`config.mk`:
```
export PLATFORM = sky130hd
export DESIGN_NAME = dwt_lift_step
export DESIGN_NICKNAME = d
export VERILOG_FILES = /design/src/rtl/dwt_pkg.sv /design/src/rtl/dwt_lift_mac.sv /design/src/rtl/dwt_lift_step.sv
export SDC_FILE = /design/constraint.sdc
export NUM_CORES = 1
export LEC_CHECK = 0
export ABC_AREA = 1
export BUFFER_PORTS_ARGS = -buffer_cell sky130_fd_sc_hd__buf_4
export CORE_MARGIN = 5
export CORE_UTILIZATION = 35
export CTS_BUF_LIST = sky130_fd_sc_hd__clkbuf_4 sky130_fd_sc_hd__clkbuf_8
export CTS_CLUSTER_DIAMETER = 80
export DETAILED_ROUTE_END_ITERATION = 12
export GPL_TIMING_DRIVEN = 1
export PLACE_DENSITY = 0.53
export SYNTH_ARGS = -nofsm -noshare
export SYNTH_HDL_FRONTEND = slang
export SYNTH_SLANG_ARGS = --single-unit
```
`constraint.sdc`:
```
create_clock -name clk_i -period 4.7 [get_ports clk_i]
set_input_delay 0.47 -clock clk_i [delete_from_list [all_inputs] [get_ports clk_i]]
set_output_delay 0.47 -clock clk_i [all_outputs]
set_load 0.01 [all_outputs]
```
`src/rtl/dwt_pkg.sv`:
```
// Shared types and helpers for the line-wise DWT lifting steps.
// Sample format is signed two's complement with POINT fractional bits.
package dwt_pkg;

    localparam int unsigned WIDTH = 16;
    localparam int unsigned POINT = 10;

    typedef logic signed [WIDTH-1:0] sample_t;

    typedef enum logic [1:0] {
        EMPTY,
        HOLD,
        FLUSH
    } lift_state_e;

    // Clamp v to the signed w-bit range when sat is set; the caller keeps the low w bits.
    function automatic logic signed [63:0] narrow(input logic signed [63:0] v,
                                                  input int unsigned       w,
                                                  input bit                sat);
        logic signed [63:0] hi;
        logic signed [63:0] lo;
        hi = (64'sd1 <<< (w - 1)) - 64'sd1;
        lo = -(64'sd1 <<< (w - 1));
        if (sat && (v > hi)) return hi;
        if (sat && (v < lo)) return lo;
        return v;
    endfunction

endpackage

```
`src/rtl/dwt_lift_mac.sv`:
```
// Combinational lifting kernel: odd + floor(Coef*(even_a+even_b) / 2^Point).
// DWT_LIFT_SATURATE_EN selects clamping of the result instead of two's complement wrap.
module dwt_lift_mac
    import dwt_pkg::*;
#(
    parameter int unsigned              Width = WIDTH,
    parameter int unsigned              Point = POINT,
    parameter logic signed [Width-1:0]  Coef  = -512
) (
    input  logic signed [Width-1:0] i_odd,
    input  logic signed [Width-1:0] i_even_a,
    input  logic signed [Width-1:0] i_even_b,
    output logic signed [Width-1:0] o_res
);

`ifdef DWT_LIFT_SATURATE_EN
    localparam bit SAT = 1'b1;
`else
    localparam bit SAT = 1'b0;
`endif

    logic signed [Width:0]     w_sum;
    logic signed [2*Width:0]   w_sum_x;
    logic signed [2*Width:0]   w_coef_x;
    logic signed [2*Width:0]   w_prod;
    logic signed [2*Width:0]   w_shift;
    logic signed [2*Width+1:0] w_res;

    assign w_sum    = {i_even_a[Width-1], i_even_a} + {i_even_b[Width-1], i_even_b};
    assign w_sum_x  = {{Width{w_sum[Width]}}, w_sum};
    assign w_coef_x = {{(Width+1){Coef[Width-1]}}, Coef};
    assign w_prod   = w_sum_x * w_coef_x;
    // Arithmetic shift of a signed product rounds toward minus infinity.
    assign w_shift  = w_prod >>> Point;
    assign w_res    = {{(Width+2){i_odd[Width-1]}}, i_odd} + {w_shift[2*Width], w_shift};
    assign o_res    = Width'(narrow(64'(w_res), Width, SAT));

endmodule

```
`src/rtl/dwt_lift_step.sv`:
```
// One predict/update lifting step over (even, odd) pairs with right-edge mirroring.
// Build option DWT_LIFT_SATURATE_EN (in dwt_lift_mac) clamps instead of wrapping.
module dwt_lift_step
    import dwt_pkg::*;
#(
    parameter int unsigned              Width = WIDTH,
    parameter int unsigned              Point = POINT,
    parameter logic signed [Width-1:0]  Coef  = -512
) (
    input  logic                    clk_i,
    input  logic                    rst_n_i,
    input  logic                    s_valid_i,
    output logic                    s_ready_o,
    input  logic signed [Width-1:0] s_even_i,
    input  logic signed [Width-1:0] s_odd_i,
    input  logic                    s_last_i,
    output logic                    m_valid_o,
    input  logic                    m_ready_i,
    output logic signed [Width-1:0] m_even_o,
    output logic signed [Width-1:0] m_odd_o,
    output logic                    m_last_o
);

    lift_state_e             r_state;
    logic signed [Width-1:0] r_p_even;
    logic signed [Width-1:0] r_p_odd;
    logic                    r_m_valid;
    logic signed [Width-1:0] r_m_even;
    logic signed [Width-1:0] r_m_odd;
    logic                    r_m_last;

    logic                    w_slot_free;
    logic                    w_accept;
    logic signed [Width-1:0] w_even_b;
    logic signed [Width-1:0] w_lift;

    assign w_slot_free = !r_m_valid || m_ready_i;
    assign s_ready_o   = (r_state == EMPTY) || ((r_state == HOLD) && w_slot_free);
    assign w_accept    = s_valid_i && s_ready_o;
    // At the line end the held even sample is mirrored onto itself.
    assign w_even_b    = (r_state == FLUSH) ? r_p_even : s_even_i;

    dwt_lift_mac #(
        .Width (Width),
        .Point (Point),
        .Coef  (Coef)
    ) u_mac (
        .i_odd    (r_p_odd),
        .i_even_a (r_p_even),
        .i_even_b (w_even_b),
        .o_res    (w_lift)
    );

    always_ff @(posedge clk_i or negedge rst_n_i) begin
        if (!rst_n_i) begin
            r_state   <= EMPTY;
            r_p_even  <= '0;
            r_p_odd   <= '0;
            r_m_valid <= 1'b0;
            r_m_even  <= '0;
            r_m_odd   <= '0;
            r_m_last  <= 1'b0;
        end else begin
            if (r_m_valid && m_ready_i) r_m_valid <= 1'b0;
            unique case (r_state)
                EMPTY: begin
                    if (w_accept) begin
                        r_p_even <= s_even_i;
                        r_p_odd  <= s_odd_i;
                        r_state  <= s_last_i ? FLUSH : HOLD;
                    end
                end
                HOLD: begin
                    if (w_accept) begin
                        r_m_valid <= 1'b1;
                        r_m_even  <= r_p_even;
                        r_m_odd   <= w_lift;
                        r_m_last  <= 1'b0;
                        r_p_even  <= s_even_i;
                        r_p_odd   <= s_odd_i;
                        r_state   <= s_last_i ? FLUSH : HOLD;
                    end
                end
                FLUSH: begin
                    if (w_slot_free) begin
                        r_m_valid <= 1'b1;
                        r_m_even  <= r_p_even;
                        r_m_odd   <= w_lift;
                        r_m_last  <= 1'b1;
                        r_state   <= EMPTY;
                    end
                end
                default: r_state <= EMPTY;
            endcase
        end
    end

    assign m_valid_o = r_m_valid;
    assign m_even_o  = r_m_even;
    assign m_odd_o   = r_m_odd;
    assign m_last_o  = r_m_last;

endmodule

```
==> results.toml, run 1 <==
[outcome]
status = "complete, no violations"

[critical_path]
path_max_fanout = 16
crit_type = "reg2reg"
cp-start-kind = "register"
reg2reg_slack_ns = 0.49
worstSetupEndpointType = "register"
critPathRequiredTime_ns = 4.96
cp_data_arrival_time_ns = 4.47
rr_worst_depth = 24

[finish]
drive_above_1_share_pct = 21.3
num_antenna_cells = 0
nets = 724
syn2layout_area_growth_pct = 19.4
fillCellCount = 1342
layout.cells.non_filler = 812

[floorplanning]
num_io_pins = 72
rows = 41
die_h_um = 125
initial_core_util_pct = 36.1
dieArea_mm2 = 0.0155
core_area_mm2 = 0.0127
die_w_um = 125

[clock_network]
clk_latency_ns = 0.37
clock_sinks = 68
cts_made_buffers = 9
cts-htree-levels = 3
clockRootBuffer = "clkbuf_8"
cts_setup_buffers = 0
clk_pin_slew_ns = 0.07
cts_tree = "yes"
ctsResizeCount = 0
hold_buffers = 0
clock_path_buffers = 2

[placed_design]
dpl.cell_count = 796
gp_congestion = 0.804
dp_hpwl_um = 8590
numPortBuffers = 71

[min_path]
hold_class = "in2async"

[synthesis]
synth_ff_type = "dfrtp_1"
synth_edf_count = 0
ys_top_cells_by_area = "dfrtp_1, ha_1, nand2_1, inv_1, a21oi_1"
synth_top_cell_by_area = "dfrtp_1"
yosys_warnings = 0
synth.cell_area_mm2 = 0.00459
synth_top_cell_area_share_pct = 37.1
synth_nets = 653
synth_cell_types = 31
syn-mean-instance-area_um2 = 8.14
syn_inst = 564
synthArstFlopShare_pct = 100
synth-seq-area-share_pct = 37.1
ys_ff_latch = 68

[detailed_routing]
routed_wl_um = 10800
wl_met3_um = 496
vias = 3744
post_drt_wl_per_cell_um = 13.3
drc = 0
dr_wl_met2_um = 4840
drtIter0Drc = 170
ant_nets = 0
wl_met1_um = 5340
firstDrtPassIters = 4
via_per_inst = 4.61
top_layer_used = "met4"

[timing]
finalCritPeriodShare_pct = 89.5
relSlewSlack_pct = 40.7
worst_pin_slew_ns = 0.890
max_freq_mhz = 238
rsz0062_at_grt = "no"
slew_viol_final = 0
skew_ns = 0.0103
fin_crit_ns = 4.21
setup_viol = 0
hold_violations = 0
setup_tns_ns = 0

[global_routing]
grt_start_max_net_pins = 69
grt.overflow.total = 0
antenna_found_initial = 0
grt_pass1_vias = 3606
grt_util_all_layers_pct = 14.3
grt_pass1_wl_um = 18100

[run]
maxCapViolCount = 0
sequential cells by signal (all words and copies together), names as in the netlist:
| signal | cells |
|---|---|
| m_even_o | 16 |
| m_odd_o | 16 |
| r_p_even | 16 |
| r_p_odd | 16 |
| r_state | 2 |
| m_last_o | 1 |
| m_valid_o | 1 |
path summary, 6_finish.rpt:
check	end	startpoint
max	m_odd_o[15]	r_state[0]
min	m_odd_o[13]	rst_n_i
max reg2reg	m_odd_o[15]	r_state[0]
min reg2reg	m_even_o[1]	m_even_o[1]
max in group asynchronous	m_even_o[8]	rst_n_i
min in group clk_i	r_p_odd[2]	s_odd_i[2]
cell usage in the layout (no fill, tap or decap), types with 3 or more instances in the layout:
cell	instances
o21ai_2	20
xnor2_1	10
inv_1	59
nand3_1	28
xor2_1	7
o21ai_1	3
o21ai_0	27
nand2_1	155
ha_1	50
nor2_1	37
a21oi_1	41
or2_2	4
dfrtp_1	68
clkbuf_8	12
mux2_2	17
nand4_1	4
buf_4	74
area by class of cell:
class | instances | area, um^2 | share of cell area (%)
clock inverters | 3 | 43.8 | 0.799
well taps | 172 | 215 | 3.93
clock buffers | 13 | 173 | 3.15
inverters | 62 | 235 | 4.29
repair buffers | 74 | 556 | 10.1
multi-input cells | 420 | 2560 | 46.7
flip-flops and latches | 68 | 1700 | 31.0
kinds of logic (layout without fill, tap and decap cells):
| group | count (synthesis) | count (layout) | share of synthesized area [%] |
|---|---|---|---|
| simple gates | 234 | 234 | 20.7 |
| compound gates | 100 | 100 | 13.0 |
| flops | 68 | 68 | 37.1 |
| mux | 17 | 17 | 4.17 |
| xor+xnor | 17 | 17 | 3.24 |
| buf+inv | 76 | 152 | 7.28 |
| fa+ha+maj | 52 | 52 | 14.5 |
synth_stat cells (2+ instances only):
| cell | count |
|---|---|
| a21oi_1 | 41 |
| o21ai_2 | 20 |
| a21boi_0 | 2 |
| o21ai_1 | 3 |
| clkbuf_1 | 4 |
| a21o_1 | 2 |
| mux2_2 | 17 |
| nand2_1 | 156 |
| inv_2 | 2 |
| nand4_1 | 4 |
| nor2_1 | 37 |
| xnor2_1 | 10 |
| o21bai_1 | 2 |
| nand3b_1 | 2 |
| ha_1 | 50 |
| dfrtp_1 | 68 |
| or2_2 | 4 |
| fa_1 | 2 |
| nand3_1 | 28 |
| o21ai_0 | 27 |
| inv_1 | 59 |
| xor2_1 | 7 |
| buf_6 | 5 |
| buf_2 | 4 |
| a31oi_1 | 2 |
routing by layer:
layer / track usage (%) / vias to the layer above
li1: - / 1994
met1: 19.1 / 1678
met2: 22.2 / 61
met3: 4.46 / 11
met4: 4.26 / 0
met5: 0 / -
per-stage QoR:
step	instance area (um^2)	hold slack [ns]	setup slack (ns)	utilization [%]
final	5480	0.205	0.493	43.1
after CTS	5480	0.238	0.423	43.1
after global routing	5480	0.285	0.0409	43.1
after detailed placement	5270	0.460	0.429	41.4
after floorplan	4590	0.174	0.831	-
after global placement	5270	0.459	0.573	41.4
critical path, cell delays in order (launching register included):
cell     delay, ns
dfrtp_1       0.40
inv_1         0.11
ha_1          0.44
buf_4         0.27
o21ai_0       0.11
ha_1          0.29
ha_1          0.36
nand2_1       0.10
inv_1         0.04
a21oi_1       0.18
a21oi_1       0.11
or2_2         0.30
nand2_1       0.08
nand2_1       0.05
nand2_1       0.05
nand2_1       0.06
ha_1          0.34
nand2_1       0.09
nor2_1        0.16
and3_1        0.20
nand2_1       0.06
nand3_1       0.07
nand3_1       0.08
nand3_1       0.09
nand2_1       0.05
Power of run 1 is left out: the tool's default activity adds up to more than one toggle a clock period on the data nets, which glitch-free logic cannot reach.
==> inputs of run 2 (changes only) <==
Clock period 4.7 ns to 5.2 ns, I/O delays scaled along.
==> results.toml, run 2 (synthesized netlist as in run 1, its figures left out) <==
[critical_path]
path_cells = "inv_1, ha_1, o21ai_0, ha_1, inv_1, ha_1, inv_1, fa_1, o21ai_2, a21boi_0, o21ai_0, nand2_1, nand3_1, nand2_1, ha_1, nand2_1, nor3_1, nand3_1, nand2_1, nand2_1, nand3_1, nand2_1"
path_delay_family = "adder cells"
cp-start-kind = "register"
critPathMostFrequentCell = "nand2_1"
path_max_fanout = 17
worst-path-stages = 22
rr_worst_depth = 22
slowest_delay_ns = 0.54
worstSetupEndpointType = "register"
critPathRequiredTime_ns = 5.46
crit_buf_inv = 3
cp_data_arrival_time_ns = 4.61
crit_type = "reg2reg"
slowest_stage = "ha_1"

[floorplanning]
die_w_um = 125
dieArea_mm2 = 0.0155
initial_core_util_pct = 36.1
core_area_mm2 = 0.0127
num_io_pins = 72
die_h_um = 125
rows = 41

[timing]
finalCritPeriodShare_pct = 83.6
worst_pin_slew_ns = 0.886
hold_violations = 0
skew_ns = 0.00860
setup_tns_ns = 0
slew_viol_final = 0
setup_viol = 0
max_freq_mhz = 230
relSlewSlack_pct = 40.9
rsz0062_at_grt = "no"
fin_crit_ns = 4.35

[finish]
drive_above_1_share_pct = 21.0
num_antenna_cells = 0
fin_util_pct = 43.2
layout.cells.non_filler = 810
nets = 723
syn2layout_area_growth_pct = 19.7
final_common_cell = "nand2_1"
final_cell_mix = "nand2_1, buf_4, dfrtp_1"

[detailed_routing]
drc = 0
post_drt_wl_per_cell_um = 13.6
drtIter0Drc = 177
vias = 3771
ant_nets = 0
routed_wl_um = 11000
via_per_inst = 4.66
firstDrtPassIters = 4

[clock_network]
clk_pin_slew_ns = 0.07
cts-htree-levels = 3
clockRootBuffer = "clkbuf_8"
cts_setup_buffers = 0
ctsResizeCount = 0
clock_path_buffers = 2
clk_latency_ns = 0.37
cts_made_buffers = 9
cts_tree = "yes"
clock_sinks = 68
hold_buffers = 0

[global_routing]
grt_start_max_net_pins = 69
grt_util_all_layers_pct = 14.5
antenna_found_initial = 0
grt_pass1_vias = 3642
grt_pass1_wl_um = 18000
grt.overflow.total = 0

[outcome]
status = "complete, no violations"

[placed_design]
gp_congestion = 0.814
numPortBuffers = 71
dpl.cell_count = 795
dp_hpwl_um = 8630

[min_path]
hold_class = "in2async"

[run]
maxCapViolCount = 0
-- run 2: changes by cell type in the layout (fill, tap and decap cells not counted), sizes merged --
cell    before  now
buf         74   73
bufinv       1    3
clkbuf      13   10
-- run 2: per-stage QoR --
| stage | setup WS (ns) | instance area [um^2] | hold WS [ns] |
|---|---|---|---|
| 4_1_cts | 0.810 | 5500 | 0.286 |
| 5_1_grt | 0.319 | 5500 | 0.329 |
| 6_report | 0.852 | 5500 | 0.273 |
| 3_3_place_gp | 0.952 | 5260 | 0.458 |
| 3_5_place_dp | 0.830 | 5260 | 0.462 |
| 2_1_floorplan | 1.33 | 4590 | 0.224 |
-- run 2: per-layer routing --
layer	vias to the layer above	global-route usage [%]	wire [um]
li1	1986	-	-
met1	1709	19.2	5410
met2	60	22.0	4940
met3	16	4.20	438
met4	0	6.19	232
met5	-	0	0
-- run 2: worst reg2reg max path: stages (launching register included) --
cell and delay, ns:
dfrtp_1 0.38, inv_1 0.09, ha_1 0.54, o21ai_0 0.20
ha_1 0.30, inv_1 0.06, ha_1 0.15, inv_1 0.05
fa_1 0.41, o21ai_2 0.21, a21boi_0 0.19, o21ai_0 0.29
nand2_1 0.11, nand3_1 0.08, nand2_1 0.08, ha_1 0.35
nand2_1 0.10, nor3_1 0.25, nand3_1 0.16, nand2_1 0.08
nand2_1 0.04, nand3_1 0.06, nand2_1 0.05
-- run 2: final timing paths --
check / slack, ns / startpoint / to
max: 0.85 / r_state[0] / m_odd_o[14]
min: 0.27 / rst_n_i / m_even_o[15]
max reg2reg: 0.85 / r_state[0] / m_odd_o[14]
min reg2reg: 0.47 / m_even_o[1] / m_even_o[1]
max in group asynchronous: 4.35 / rst_n_i / m_even_o[12]
min in group clk_i: 0.38 / s_odd_i[1] / r_p_odd[1]
-- run 2: cell type report --
| class | count | area (um^2) |
|---|---|---|
| inverters | 62 | 235 |
| clock inverters | 5 | 100 |
| well taps | 172 | 215 |
| clock buffers | 10 | 138 |
| repair buffers | 73 | 548 |
| flip-flops and latches | 68 | 1700 |
| multi-input cells | 420 | 2560 |
| fillers | 1341 | 7230 |
Power of run 2 is left out for the same reason.
